## config.mk

```make
export PLATFORM = sky130hd
export DESIGN_NAME = axi_slv_wr_responder_flat
export DESIGN_NICKNAME = d
export VERILOG_FILES = /design/src/rtl/axi_slv_wr_responder_pkg.sv /design/src/rtl/axi_slv_wr_responder_if.sv /design/src/rtl/axi_sync_fifo.sv /design/src/rtl/axi_slv_wr_responder.sv /design/src/flat_wrapper.sv
export SDC_FILE = /design/constraint.sdc
export NUM_CORES = 1
export LEC_CHECK = 0
export CORE_MARGIN = 8
export CORE_UTILIZATION = 45
export CTS_BUF_LIST = sky130_fd_sc_hd__clkbuf_8
export CTS_CLUSTER_DIAMETER = 80
export CTS_CLUSTER_SIZE = 8
export DETAILED_ROUTE_END_ITERATION = 6
export PLACE_DENSITY = 0.83
export SETUP_SLACK_MARGIN = 0.15
export SYNTH_ARGS = -nofsm -noshare
export SYNTH_HDL_FRONTEND = slang
export SYNTH_SLANG_ARGS = --single-unit
```

## constraint.sdc

```tcl
create_clock -name aclk -period 4.5 [get_ports aclk]
set_clock_uncertainty 0.1 [all_clocks]
set_input_delay 0.9 -clock aclk [delete_from_list [all_inputs] [get_ports aclk]]
set_output_delay 0.9 -clock aclk [all_outputs]
set_load 0.01 [all_outputs]
```

## src/rtl/axi_slv_wr_responder_pkg.sv

```systemverilog
// Shared types for the AXI write-side slave responder: response codes and queue entries.
package axi_slv_pkg;

  localparam int ID_W  = 4;
  localparam int LEN_W = 8;

  typedef enum logic [1:0] {
    OKAY   = 2'b00,
    SLVERR = 2'b10
  } resp_t;

  typedef struct packed {
    logic [ID_W-1:0]  id;
    logic [LEN_W-1:0] len;
  } aw_entry_t;

  typedef struct packed {
    logic [ID_W-1:0] id;
    resp_t           resp;
  } b_entry_t;

endpackage

```

## src/rtl/axi_slv_wr_responder_if.sv

```systemverilog
// AW/W/B channel bundle plus status outputs of the write responder.
interface axi_slv_wr_responder_if #(
  parameter int AXI_ADDR_W = 32,
  parameter int AXI_ID_W   = 4,
  parameter int AXI_DATA_W = 32
);
  logic                    in_awvalid;
  logic                    out_awready;
  logic [AXI_ID_W-1:0]     in_awid;
  logic [AXI_ADDR_W-1:0]   in_awaddr;
  logic [7:0]              in_awlen;
  logic                    in_wvalid;
  logic                    out_wready;
  logic [AXI_ID_W-1:0]     in_wid;
  logic [AXI_DATA_W-1:0]   in_wdata;
  logic [AXI_DATA_W/8-1:0] in_wstrb;
  logic                    in_wlast;
  logic                    out_bvalid;
  logic                    in_bready;
  logic [AXI_ID_W-1:0]     out_bid;
  logic [1:0]              out_bresp;
  logic                    out_proto_err;
  logic [15:0]             out_wr_burst_cnt;

  modport slv (
    input  in_awvalid, in_awid, in_awaddr, in_awlen,
    input  in_wvalid, in_wid, in_wdata, in_wstrb, in_wlast, in_bready,
    output out_awready, out_wready, out_bvalid, out_bid, out_bresp,
    output out_proto_err, out_wr_burst_cnt
  );

  modport mst (
    output in_awvalid, in_awid, in_awaddr, in_awlen,
    output in_wvalid, in_wid, in_wdata, in_wstrb, in_wlast, in_bready,
    input  out_awready, out_wready, out_bvalid, out_bid, out_bresp,
    input  out_proto_err, out_wr_burst_cnt
  );
endinterface

```

## src/rtl/axi_sync_fifo.sv

```systemverilog
// Generic synchronous FIFO (power-of-2 depth) with same-cycle push/pop, also when full.
module axi_sync_fifo #(
  parameter type T     = logic [7:0],
  parameter int  DEPTH = 4
) (
  input  logic clk,
  input  logic rst_n,
  input  logic i_push,
  input  T     i_data,
  input  logic i_pop,
  output T     o_data,
  output logic o_full,
  output logic o_empty
);
  localparam int PW = $clog2(DEPTH);

  T              r_mem [DEPTH];
  logic [PW-1:0] r_wr_ptr, r_rd_ptr;
  logic [PW:0]   r_cnt;
  logic          w_push, w_pop;

  assign o_full  = (r_cnt == (PW+1)'(DEPTH));
  assign o_empty = (r_cnt == '0);
  assign w_pop   = i_pop && !o_empty;
  // a pop frees the slot the push lands in, so a full queue may still accept
  assign w_push  = i_push && (!o_full || w_pop);
  assign o_data  = r_mem[r_rd_ptr];

  always_ff @(posedge clk) begin
    if (!rst_n) begin
      r_wr_ptr <= '0;
      r_rd_ptr <= '0;
      r_cnt    <= '0;
    end else begin
      if (w_push) begin
        r_mem[r_wr_ptr] <= i_data;
        r_wr_ptr        <= r_wr_ptr + 1'b1;
      end
      if (w_pop) r_rd_ptr <= r_rd_ptr + 1'b1;
      case ({w_push, w_pop})
        2'b10:   r_cnt <= r_cnt + 1'b1;
        2'b01:   r_cnt <= r_cnt - 1'b1;
        default: ;
      endcase
    end
  end
endmodule

```

## src/rtl/axi_slv_wr_responder.sv

```systemverilog
// AXI write slave responder: queues AW, sinks W against the head burst, returns one B per burst.
// Optional SLV_WID_CHECK_EN: WID mismatch against the head AWID turns the burst into SLVERR.
module axi_slv_wr_responder
  import axi_slv_pkg::*;
#(
  parameter int AXI_ADDR_W      = 32,
  parameter int AXI_ID_W        = 4,
  parameter int AXI_DATA_W      = 32,
  parameter int SLV_OSTDREQ_NUM = 4,
  parameter int SLV_BRESP_NUM   = 4
) (
  input logic                  aclk,
  input logic                  aresetn,
  axi_slv_wr_responder_if.slv  bus
);
  aw_entry_t   w_aw_in, w_aw_head;
  b_entry_t    w_b_in, w_b_head;
  logic        w_aw_full, w_aw_empty, w_aw_push, w_aw_pop;
  logic        w_b_full, w_b_empty, w_b_push, w_b_pop;
  logic        w_awready, w_wready, w_beat, w_len_hit, w_end, w_err, w_id_err;
  logic        r_rst_done, r_proto_err;
  logic [7:0]  r_beat_cnt;
  logic [15:0] r_burst_cnt;

  // address, data and strobes are accepted but never stored
  logic [AXI_ADDR_W-1:0]   w_unused_addr;
  logic [AXI_DATA_W-1:0]   w_unused_data;
  logic [AXI_DATA_W/8-1:0] w_unused_strb;
  assign w_unused_addr = bus.in_awaddr;
  assign w_unused_data = bus.in_wdata;
  assign w_unused_strb = bus.in_wstrb;

  assign w_awready = r_rst_done && !w_aw_full;
  assign w_wready  = !w_aw_empty && !w_b_full;
  assign w_aw_push = bus.in_awvalid && w_awready;
  assign w_beat    = bus.in_wvalid && w_wready;
  assign w_len_hit = (r_beat_cnt == w_aw_head.len);
  assign w_end     = w_beat && (bus.in_wlast || w_len_hit);
  assign w_aw_pop  = w_end;
  assign w_b_push  = w_end;
  assign w_b_pop   = !w_b_empty && bus.in_bready;
  assign w_err     = (bus.in_wlast != w_len_hit) || w_id_err;
  assign w_aw_in   = '{id: bus.in_awid, len: bus.in_awlen};
  assign w_b_in    = '{id: w_aw_head.id, resp: (w_err ? SLVERR : OKAY)};

`ifdef SLV_WID_CHECK_EN
  logic r_wid_err;
  assign w_id_err = r_wid_err || (bus.in_wid != w_aw_head.id);

  always_ff @(posedge aclk) begin
    if (!aresetn)                r_wid_err <= 1'b0;
    else if (w_end)              r_wid_err <= 1'b0;
    else if (w_beat && w_id_err) r_wid_err <= 1'b1;
  end
`else
  logic [AXI_ID_W-1:0] w_unused_wid;
  assign w_unused_wid = bus.in_wid;
  assign w_id_err     = 1'b0;
`endif

  axi_sync_fifo #(.T(aw_entry_t), .DEPTH(SLV_OSTDREQ_NUM)) u_aw_q (
    .clk(aclk), .rst_n(aresetn),
    .i_push(w_aw_push), .i_data(w_aw_in), .i_pop(w_aw_pop),
    .o_data(w_aw_head), .o_full(w_aw_full), .o_empty(w_aw_empty)
  );

  axi_sync_fifo #(.T(b_entry_t), .DEPTH(SLV_BRESP_NUM)) u_b_q (
    .clk(aclk), .rst_n(aresetn),
    .i_push(w_b_push), .i_data(w_b_in), .i_pop(w_b_pop),
    .o_data(w_b_head), .o_full(w_b_full), .o_empty(w_b_empty)
  );

  always_ff @(posedge aclk) begin
    if (!aresetn) begin
      r_rst_done  <= 1'b0;
      r_beat_cnt  <= '0;
      r_proto_err <= 1'b0;
      r_burst_cnt <= '0;
    end else begin
      r_rst_done <= 1'b1;
      if (w_end) begin
        r_beat_cnt  <= '0;
        r_burst_cnt <= r_burst_cnt + 16'd1;
        if (w_err) r_proto_err <= 1'b1;
      end else if (w_beat) begin
        r_beat_cnt <= r_beat_cnt + 8'd1;
      end
    end
  end

  // B fields are forced to zero while nothing is queued so reset shows clean outputs
  assign bus.out_awready      = w_awready;
  assign bus.out_wready       = w_wready;
  assign bus.out_bvalid       = !w_b_empty;
  assign bus.out_bid          = w_b_empty ? '0 : w_b_head.id;
  assign bus.out_bresp        = w_b_empty ? 2'b00 : w_b_head.resp;
  assign bus.out_proto_err    = r_proto_err;
  assign bus.out_wr_burst_cnt = r_burst_cnt;
endmodule

```

## src/flat_wrapper.sv

```systemverilog
// flat-port wrapper written by rule: the top's interface ports become plain ports
module axi_slv_wr_responder_flat import axi_slv_pkg::*;
#(
  parameter int AXI_ADDR_W      = 32,
  parameter int AXI_ID_W        = 4,
  parameter int AXI_DATA_W      = 32,
  parameter int SLV_OSTDREQ_NUM = 4,
  parameter int SLV_BRESP_NUM   = 4
)
  (aclk, aresetn, bus_in_awvalid, bus_in_awid, bus_in_awaddr, bus_in_awlen, bus_in_wvalid, bus_in_wid, bus_in_wdata, bus_in_wstrb, bus_in_wlast, bus_in_bready, bus_out_awready, bus_out_wready, bus_out_bvalid, bus_out_bid, bus_out_bresp, bus_out_proto_err, bus_out_wr_burst_cnt);
  axi_slv_wr_responder_if #(.AXI_ADDR_W(AXI_ADDR_W), .AXI_ID_W(AXI_ID_W), .AXI_DATA_W(AXI_DATA_W)) bus_i ();
  input logic aclk;
  input logic aresetn;
  input wire logic [$bits(bus_i.in_awvalid)-1:0] bus_in_awvalid;
  input wire logic [$bits(bus_i.in_awid)-1:0] bus_in_awid;
  input wire logic [$bits(bus_i.in_awaddr)-1:0] bus_in_awaddr;
  input wire logic [$bits(bus_i.in_awlen)-1:0] bus_in_awlen;
  input wire logic [$bits(bus_i.in_wvalid)-1:0] bus_in_wvalid;
  input wire logic [$bits(bus_i.in_wid)-1:0] bus_in_wid;
  input wire logic [$bits(bus_i.in_wdata)-1:0] bus_in_wdata;
  input wire logic [$bits(bus_i.in_wstrb)-1:0] bus_in_wstrb;
  input wire logic [$bits(bus_i.in_wlast)-1:0] bus_in_wlast;
  input wire logic [$bits(bus_i.in_bready)-1:0] bus_in_bready;
  output wire logic [$bits(bus_i.out_awready)-1:0] bus_out_awready;
  output wire logic [$bits(bus_i.out_wready)-1:0] bus_out_wready;
  output wire logic [$bits(bus_i.out_bvalid)-1:0] bus_out_bvalid;
  output wire logic [$bits(bus_i.out_bid)-1:0] bus_out_bid;
  output wire logic [$bits(bus_i.out_bresp)-1:0] bus_out_bresp;
  output wire logic [$bits(bus_i.out_proto_err)-1:0] bus_out_proto_err;
  output wire logic [$bits(bus_i.out_wr_burst_cnt)-1:0] bus_out_wr_burst_cnt;
  assign bus_i.in_awvalid = bus_in_awvalid;
  assign bus_i.in_awid = bus_in_awid;
  assign bus_i.in_awaddr = bus_in_awaddr;
  assign bus_i.in_awlen = bus_in_awlen;
  assign bus_i.in_wvalid = bus_in_wvalid;
  assign bus_i.in_wid = bus_in_wid;
  assign bus_i.in_wdata = bus_in_wdata;
  assign bus_i.in_wstrb = bus_in_wstrb;
  assign bus_i.in_wlast = bus_in_wlast;
  assign bus_i.in_bready = bus_in_bready;
  assign bus_out_awready = bus_i.out_awready;
  assign bus_out_wready = bus_i.out_wready;
  assign bus_out_bvalid = bus_i.out_bvalid;
  assign bus_out_bid = bus_i.out_bid;
  assign bus_out_bresp = bus_i.out_bresp;
  assign bus_out_proto_err = bus_i.out_proto_err;
  assign bus_out_wr_burst_cnt = bus_i.out_wr_burst_cnt;
  axi_slv_wr_responder #(.AXI_ADDR_W(AXI_ADDR_W), .AXI_ID_W(AXI_ID_W), .AXI_DATA_W(AXI_DATA_W), .SLV_OSTDREQ_NUM(SLV_OSTDREQ_NUM), .SLV_BRESP_NUM(SLV_BRESP_NUM)) u_core (.aclk(aclk), .aresetn(aresetn), .bus(bus_i));
endmodule
```

==> results_dict.tcl, run 1 <==
set metrics [dict create \
    synth-main-ff-cell "edfxtp_1" \
    whs_ns 0.400 \
    fin_ws_ns 0.535 \
    grt.overflow.total 0 \
    drt_iter0_drc 105 \
    rsz0062_at_grt "no" \
    hold_viol 0 \
    critical_path.cell_chain "buf_4 > mux4_1 > xor2_1 > nor4_1 > nand2_1 > ha_1 > nor4_4 > ha_1 > inv_1 > fa_1 > xor2_1 > or3_1 > a21oi_1" \
    maxCapViolations 0 \
    p_leak_nw 1.84 \
    vias 2874 \
    clock_sinks 112 \
    async_flop_share_pct 0 \
    clock_path_buffers 2 \
    period_minus_slack_ns 3.96 \
    synth_common_cells "68 x edfxtp_1, 44 x dfxtp_1, 29 x nor2_1, 20 x inv_1, 19 x a21oi_1" \
    cts_buffers 9 \
    endpoint_kind "flip-flop" \
    worstSetupStartpointType "flip-flop" \
    ys_seq_area_share_pct 61.9 \
    yosysMostFrequentCell "edfxtp_1" \
    fin_area_um2 5490 \
    fp.dieW_um 118 \
    hp-class "flip-flop to flip-flop" \
    finalMaxSlewViolations 0 \
    critPathKind "flip-flop to flip-flop" \
    ant_nets 0 \
    critPathMaxFanout 7 \
    clk_pin_slew_ns 0.10 \
    hold_buffers 0 \
    grt_pass1_vias 3000 \
    grt_max_degree 33 \
    viasPerCell 5.35 \
    cts_tree "built" \
    detailed_place.area_um2 5310 \
    htree_levels 3 \
    synth.distinct_cells 40 \
    cp_slowest_cell "mux4_1" \
    preCtsSetupSlack_ns 0.538 \
    rows 37 \
    grt_pass1_wl_um 14400 \
    ys_ff_latch 112 \
    multi_input_area_um2 1670 \
    critPathRequiredTime_ns 4.68 \
    peakVddDrop_uv 272 \
    die_area_um2 14000 \
    hp-start "u_core.bus.out_proto_err" \
    place_congestion 0.793 \
    core-area_um2 10300 \
    dp_cells 521 \
    io_pins 116 \
    n_fill_cell 841 \
    path_delay_family "simple AND/OR/NAND/NOR gates" \
    cp_slowest_stage_delay_ns 0.59 \
    arrival_ns 4.15 \
    final_cells 537 \
    p_per_area_nw_per_um2 357 \
    fin_nets 501 \
    outcome "complete, no violations" \
    die_h_um 118 \
    critical_path_buf_inv_count 2 \
    synth_cells 348 \
    grtUsageTotal_pct 12.6 \
    synthesis.area_um2 4720 \
    synth_top_area_share_pct 43.2 \
    synth_warnings 0 \
    drc_errors 0 \
    synth-edff-count 68 \
    clockRootBuffer "clkbuf_8" \
    wl_um 8610 \
    final_layout_size_suffix_gt1_share_pct 8.73 \
    period_share_pct 88.1 \
    antenna_found_initial 0 \
    total_power_mw 1.96 \
    synth_area_leader_cell "edfxtp_1" \
    dp_hpwl_um 6280 \
    antennaDiodeCount 0 \
    fmax_mhz 252 \
    synthTopCellsByArea "edfxtp_1 43%, dfxtp_1 19%, mux4_2 5.2%, ha_1 3.4%, mux4_1 3.3%" \
    first_pass_iters 4 \
    wl_per_cell_um 16.0 \
    ff_latch_area_um2 2920 \
    setup_viol_count_final 0 \
    io_buffer_count 42 \
    utilization_pct 53.4 \
    finalSetupTns_ns 0 \
    syn-num-nets 453 \
    clk_latency_ns 0.37 \
    postCtsResizedCells 0 \
    syn_avg_cell_area_um2 13.6 \
    start_util_pct 46.0 \
    area_growth_pct 16.3 \
    relSlewSlack_pct 35.0 \
    worst_pin_slew_ns 0.974 \
    cts_setup_buffers 0 \
]
[layer usage]
| layer | routed length (um) | up-vias | GRT usage, % |
|---|---|---|---|
| met4 | 81 | 0 | 3.40 |
| met1 | 3650 | 1430 | 14.5 |
| li1 | - | 1376 | - |
| met5 | 0 | - | 0 |
| met3 | 400 | 6 | 3.71 |
| met2 | 4480 | 62 | 22.5 |
[cell usage in the layout (no fill, tap or decap), drive strengths merged, types with 6 or more instances in the layout]
master | synthesis | layout
mux4 | 17 | 17
clkbuf | 6 | 9
xor2 | 14 | 14
nand2 | 13 | 13
ha | 13 | 13
nor2 | 29 | 29
or3 | 13 | 13
inv | 20 | 23
xnor2 | 10 | 10
edfxtp | 68 | 68
and2 | 6 | 6
nand3 | 9 | 9
o21ai | 12 | 12
clkdlybuf4s50 | 0 | 42
buf | 6 | 7
mux2i | 6 | 6
nand4 | 7 | 7
nor4 | 6 | 6
dfxtp | 44 | 44
a21oi | 19 | 19
[area by class of cell]
| class | instances | area share [%] |
|---|---|---|
| clock buffers | 9 | 2.26 |
| clock inverters | 7 | 1.14 |
| inverters | 20 | 1.37 |
| multi-input cells | 204 | 30.3 |
| flip-flops and latches | 112 | 53.2 |
| well taps | 136 | 3.10 |
| repair buffers | 49 | 8.61 |
[logic make-up (layout without fill, tap and decap cells)]
| kind of cell | count (synthesis) | after routing | synth area share [%] |
|---|---|---|---|
| fa+ha+maj | 15 | 15 | 4.29 |
| compound gates | 36 | 36 | 4.13 |
| flops | 112 | 112 | 61.9 |
| xor+xnor | 24 | 24 | 4.45 |
| other cells | 1 | 1 | 0.0794 |
| mux | 23 | 23 | 9.85 |
| buf+inv | 32 | 85 | 2.86 |
| simple gates | 105 | 105 | 12.5 |
[tightest hold or removal path, cell delays in order, from the launching register on]
cell and delay, ns:
dfxtp_1 0.36, a21oi_1 0.05, nor2_1 0.07
[final timing paths]
path / to / slack (ns) / depth (start not counted)
max: u_core.u_aw_q.r_cnt[2] / 0.54 / 13
min: u_core.bus.out_proto_err / 0.40 / 2
max reg2reg: u_core.u_aw_q.r_cnt[2] / 0.54 / 13
min reg2reg: u_core.bus.out_proto_err / 0.40 / 2
[registers in the layout, summed over array words and instances (netlist names), named ones only]
signal,flops
u_core.u_aw_q.r_mem,48
u_core.u_b_q.r_mem,20
u_core.bus.out_wr_burst_cnt,16
u_core.r_beat_cnt,8
u_core.u_aw_q.r_cnt,3
u_core.u_b_q.r_cnt,3
u_core.u_aw_q.r_rd_ptr,2
u_core.u_aw_q.r_wr_ptr,2
u_core.u_b_q.r_rd_ptr,2
u_core.u_b_q.r_wr_ptr,2
u_core.bus.out_proto_err,1
u_core.r_rst_done,1
[power by group]
| part | total, mW | internal [mW] | switching (mW) | leakage (nW) |
|---|---|---|---|---|
| clock | 0.552 | 0.213 | 0.339 | 0.0928 |
| sequential | 1.15 | 1.12 | 0.0309 | 0.969 |
| combinational | 0.263 | 0.132 | 0.131 | 0.775 |
| total | 1.96 | 1.46 | 0.500 | 1.84 |
No activity file was read; power rests on OpenSTA's default activity.
==> inputs of run 2 (changes only) <==
--- a/config.mk
+++ b/config.mk
@@ -13,6 +13,7 @@
 export DETAILED_ROUTE_END_ITERATION = 6
 export PLACE_DENSITY = 0.83
 export SETUP_SLACK_MARGIN = 0.15
+export SKIP_CTS_REPAIR_TIMING = 1
 export SYNTH_ARGS = -nofsm -noshare
 export SYNTH_HDL_FRONTEND = slang
 export SYNTH_SLANG_ARGS = --single-unit
==> results of run 2 <==
No change in the layout: final DEF, timing and power equal those of run 1.
